$ cat config.mk
export PLATFORM = sky130hd
export DESIGN_NAME = truth_table_sweeper
export DESIGN_NICKNAME = d
export VERILOG_FILES = /design/src/rtl/truth_table_sweeper.sv
export SDC_FILE = /design/constraint.sdc
export NUM_CORES = 1
export LEC_CHECK = 0
export ABC_AREA = 1
export CELL_PAD_IN_SITES_DETAIL_PLACEMENT = 1
export CELL_PAD_IN_SITES_GLOBAL_PLACEMENT = 1
export CORE_UTILIZATION = 34
export CTS_BUF_LIST = sky130_fd_sc_hd__clkbuf_2
export DETAILED_ROUTE_END_ITERATION = 6
export PLACE_DENSITY_LB_ADDON = 0.1
export SLEW_MARGIN = 20
export SYNTH_ARGS = -nofsm -noshare
export SYNTH_HDL_FRONTEND = slang
export SYNTH_SLANG_ARGS = --single-unit
export TNS_END_PERCENT = 100
$ cat constraint.sdc
create_clock -name clk -period 1.75 [get_ports clk]
set_clock_uncertainty 0.2 [all_clocks]
set_input_delay 0.35 -clock clk [delete_from_list [all_inputs] [get_ports clk]]
set_output_delay 0.35 -clock clk [all_outputs]
set_load 0.02 [all_outputs]
$ cat src/rtl/truth_table_sweeper.sv
// Exhaustive truth-table sweeper: drives every input vector for DWELL cycles and counts output mismatches.
// Optional macro SWEEP_GRAY_EN selects Gray-code vector order instead of binary order.
module truth_table_sweeper #(
    parameter int unsigned        N      = 4,
    parameter int unsigned        DWELL  = 2,
    parameter logic [2**N-1:0]    EXPECT = 16'hA5C3
) (
    input  logic         clk,
    input  logic         rst_n,
    input  logic         start,
    input  logic         dut_f,
    output logic [N-1:0] vec,
    output logic         busy,
    output logic         done,
    output logic         pass,
    output logic [N:0]   err_cnt,
    output logic         fail_seen,
    output logic [N-1:0] first_fail
);

    localparam int unsigned     DW_W     = (DWELL > 1) ? $clog2(DWELL) : 1;
    localparam logic [DW_W-1:0] DW_LAST  = DW_W'(DWELL - 1);
    localparam logic [N-1:0]    IDX_LAST = '1;

    typedef enum logic [1:0] {
        IDLE,
        APPLY,
        DONE
    } state_t;

    state_t          state_q;
    logic [N-1:0]    idx_q;
    logic [N-1:0]    idx_d;
    logic [N-1:0]    vec_d;
    logic [DW_W-1:0] dwell_q;
    logic            last_q;
    logic            mismatch;
    logic [N:0]      err_d;

    function automatic logic [N-1:0] encode(input logic [N-1:0] i);
`ifdef SWEEP_GRAY_EN
        return i ^ (i >> 1);
`else
        return i;
`endif
    endfunction

    // err_cnt saturates at 2**N, the point where its MSB first becomes set
    always_comb begin
        idx_d    = idx_q + 1'b1;
        vec_d    = encode(idx_d);
        mismatch = (dut_f != EXPECT[vec]);
        err_d    = err_cnt[N] ? err_cnt : err_cnt + 1'b1;
    end

    always_ff @(posedge clk) begin
        if (!rst_n) begin
            state_q    <= IDLE;
            idx_q      <= '0;
            dwell_q    <= '0;
            last_q     <= 1'b0;
            vec        <= '0;
            busy       <= 1'b0;
            done       <= 1'b0;
            pass       <= 1'b0;
            err_cnt    <= '0;
            fail_seen  <= 1'b0;
            first_fail <= '0;
        end else begin
            case (state_q)
                IDLE, DONE: begin
                    if (start) begin
                        state_q    <= APPLY;
                        idx_q      <= '0;
                        dwell_q    <= '0;
                        last_q     <= 1'b0;
                        vec        <= encode('0);
                        busy       <= 1'b1;
                        done       <= 1'b0;
                        pass       <= 1'b0;
                        err_cnt    <= '0;
                        fail_seen  <= 1'b0;
                        first_fail <= '0;
                    end
                end
                APPLY: begin
                    // One extra APPLY cycle after the final sample lets err_cnt settle before pass is taken
                    if (last_q) begin
                        state_q <= DONE;
                        busy    <= 1'b0;
                        done    <= 1'b1;
                        pass    <= (err_cnt == '0);
                    end else if (dwell_q == DW_LAST) begin
                        dwell_q <= '0;
                        if (mismatch) begin
                            err_cnt <= err_d;
                            if (!fail_seen) begin
                                fail_seen  <= 1'b1;
                                first_fail <= vec;
                            end
                        end
                        if (idx_q == IDX_LAST) begin
                            last_q <= 1'b1;
                        end else begin
                            idx_q <= idx_d;
                            vec   <= vec_d;
                        end
                    end else begin
                        dwell_q <= dwell_q + 1'b1;
                    end
                end
                default: state_q <= IDLE;
            endcase
        end
    end

endmodule

# Word level (Yosys, flattened, before mapping)
# Memory sizes are Yosys's and may differ from the RTL's. A register that Yosys moved wholly into a read port is not among the register bits.
# Index checks and enable logic that the tools add are counted.
# totals
regBits	21
memories	1
word_cells	81
out_inout_bits	17
inputBits	4
rom_bits	16
# memory_table
name	depth	word_bits	rd	rd_ports_with_merged_regs	write_ports	line_no	source
(name not given)	16	1	1	1	0	52	mismatch = (dut_f != EXPECT[vec]);
# classes
n_addsub	3
mux	41
n_lt_le_gt_ge	1
n_eq_ne	12
n_reduce_logical	12
# ops
operator	n
two-way mux 4 bit	10
two-way mux 5 bit	5
!= test 2 bit, second input constant	8
case mux 4 bit (2 select lines)	2
two-way mux 1 bit	14
case mux 1 bit (2 select lines)	6
AND reduction 6 bit	2
case mux 5 bit (2 select lines)	1
AND reduction 5 bit	2
AND reduction 3 bit	2
adder 5 x 1 -> 5 bit, second input constant	1
zero test 5 bit	1
< comparator 4 x 5 -> 1 bit, second input constant	1
adder 4 x 1 -> 4 bit, second input constant	1
equality test 4 bit, second input constant	1
two-way mux 2 bit	2
case mux 2 bit (2 select lines)	1
AND reduction 2 bit	2
equality test 2 x 1 -> 1 bit, second input constant	1
equality test 2 bit, second input constant	1
zero test 2 bit	1
nonzero test 2 bit	1
OR reduction 2 bit	1
adder 1 bit, second input constant	1
!= test 1 bit	1

# Logic depth before layout (Yosys ltp)
# depth
ltp_word	7
mapped_depth	11
ltp_nobuf	11

# Least setup slack after synthesis
# Ideal clock, no wire load.
# synth_path
kind	register -> register
start	reg idx_q[0]
end	reg with a tool-made name
setup_time_ns	0.112
t_required_ns	1.438
stages_incl_launch_ff	12
path_buffers	0
slack_ns	-0.069
arrival_ns	1.507
synth_period_minus_slack_ns	1.819
path_cell_list	dfxtp_1 -> ha_1 -> nand2_1 -> inv_1 -> nand2_1 -> nand3_2 -> nand2_1 -> nand3_2 -> nand2_1 -> nand2_1 -> nand2_1 -> nand2_1
# synth_rtl
item	line_no	source
start: declaration	32	logic [N-1:0] idx_q;
start signal: assignment	105	idx_q <= idx_d;

# Final worst setup path
# layout_path
start	reg err_cnt[3]
end	out err_cnt[3]
# layout_rtl
item	line_no	source
start: declaration	16	output logic [N:0] err_cnt,
start signal: assignment	96	err_cnt <= err_d;
# No word-level cell between the ends.

==> out/metrics.yaml <==
status: "finished clean"
synth_nets: 176
grt-ovfl-total: 0
holdCritPathClass: "reg2reg"
synth_xor_area_share_pct: 0.749
final_cell_mix: "nand2_1 (41), inv_1 (25), buf_4 (21), nand3_1 (15), nor2_1 (14)"
globalplace.congestion: 0.871
ctsRootBufferMaster: "clkbuf_2"
slew_headroom_pct: 71.4
hold_viol: 0
hold_buffers: 0
finalMaxSlewViolations: 0
fin_ws_ps: 95.9
wirelength_mm: 3.37
fin_crit_sh_pct: 94.5
grt_pass1_vias: 1220
nets: 220
dpl-instance-area_sq_mm: 0.00157
synth_cell_type_count: 21
die_w_um: 60.7
rows: 20
cpPeakStageDelay_ps: 420
power_density_mw_per_mm2: 703
setup.worst_path.class: "reg2out"
place_inst: 251
drt_iter0_drc: 25
tightest_slew_ps: 429
fp.dieArea_sq_mm: 0.00368
htree_levels: 1
path_cells: "dlygate4sd2_1"
period_minus_slack_ps: 1650
clock_sinks: 22
crit_buf_inv: 1
setup_viol: 0
yosysWarnings: 0
synthAdderAreaFrac_pct: 3.21
syn_inst: 169
firstDrtPassIters: 4
io-pin-count: 21
vias: 1245
worstPathMaxFanout: 5
ir_drop_uv: 416
dp_hpwl_mm: 2.69
cts_buffers: 3
synth.avg_cell_area_sq_um: 6.92
syn_to_final_growth_pct: 39.3
wl_per_cell_um: 13.2
ys_seq_area_share_pct: 37.6
ys_ff_latch: 22
start_util_pct: 37.1
synth_top_family_by_area: "simple AND/OR/NAND/NOR gates"
core_sq_mm: 0.00315
fin_util_pct: 51.7
die_y_um: 60.7
leakage_nw: 0.820
pre_cts_ws_ps: -236
grt_pass1_wl_mm: 5.59
grt.total_usage_pct: 20.7
cts.clk_slew.worst_paths_ps: 220
max_cap_violations: 0
clk_latency_ps: 340
cp-end-kind: "output port"
tritoncts: "yes"
slowest_stage: "dfxtp_2"
vias_per_cell: 4.86
yosys.area_share.simple_pct: 38.4
final_cell_count_no_fill: 256
antenna_found_initial: 0
critPathTopFamily: "flip-flops"
rsz0062_at_grt: "yes"
synth_compound_area_share_pct: 10.4
diodes: 0
synth_mux_area_share_pct: 0
drtAntennaViolNets: 0
grt_max_degree: 13
max_freq_mhz: 605
netlist_area_sq_mm: 0.00117
drive_gt1_share_pct: 27.4
cp.arrival_ps: 1100
worst_ep_required_time_ps: 1200
numPortBuffers: 20
startpoint_type: "flip-flop"
drc: 0
design_area_sq_mm: 0.00163
clk_path_buf_depth: 2
final_common_cell: "nand2_1"
hold_slack_ps: 279
Yosys cell counts:
cell      instances  area, sq um
a21oi_1          14         70.1
nand2_4           2         22.5
o21ai_4           1         16.3
nand3_2           2         20.0
xnor2_1           1         8.76
nand3_1          15         75.1
dfxtp_1          22          440
nor2_2            1         6.26
nand4_1           9         56.3
o21ai_2           2         17.5
ha_1              3         37.5
inv_2             2         7.51
nor2_1           14         52.6
nand2_1          44          165
clkbuf_1          2         7.51
nand2_2           2         12.5
nor3_1            1         5.00
o21ai_0           2         10.0
nor2_4            3         33.8
inv_1            26         97.6
a211oi_1          1         7.51
cell type report:
type                    count  area, sq um
fillers                   435         1520
clock buffers               3         15.0
multi-input cells         117          663
well taps                  44         55.1
repair buffers             41          332
inverters                  28          108
flip-flops and latches     22          453
clock inverters             1         3.75
path summary, 6_finish.rpt:
kind | end | depth (start not counted) | startpoint | slack (ps)
max | err_cnt[3] | 1 | err_cnt[3] | 100
max reg2reg | first_fail[0] | 8 | dwell_q | 120
min reg2reg | busy | 2 | busy | 280
min | busy | 2 | busy | 280
sequential cells by signal, indices dropped and copies added (netlist names), named ones only:
name and count:
idx_q 4, dwell_q 1, busy 1, pass 1, first_fail 4, err_cnt 5, done 1, last_q 1
state_q 2, fail_seen 1
per-layer routing:
metal / track usage (%) / routed length (um) / up-vias
met4: 6.49 / 63 / 0
li1: - / - / 629
met3: 4.05 / 118 / 6
met1: 26.8 / 1580 / 589
met5: 0 / 0 / -
met2: 34.9 / 1610 / 21
logic make-up after synthesis:
logic type / after synthesis
simple gates: 93
buf+inv: 30
flops: 22
compound gates: 20
fa+ha+maj: 3
xor+xnor: 1
what timing repair did:
item	in CTS	in global routing
cloned	0	0
buffers inserted	0	1
pin swaps	0	4
endpoints found under the hold margin	0	0
setup endpoints to repair	19	17
gates resized for setup	25	20
power breakdown:
group          switching (W)  internal [W]
Clock               0.000167     0.0000497
Combinational       0.000221      0.000148
Sequential         0.0000241      0.000535
per-stage QoR:
| stage | setup TNS, ps | total power, W |
|---|---|---|
| detailed placement | -2570 | 0.000933 |
| finish | 0 | 0.00115 |
| floorplan | 0 | 0.000773 |
| CTS | 0 | 0.00114 |
| global placement | -2200 | 0.000920 |
| global route | 0 | 0.00123 |
Note: power is estimated with default switching activity, not from simulation.
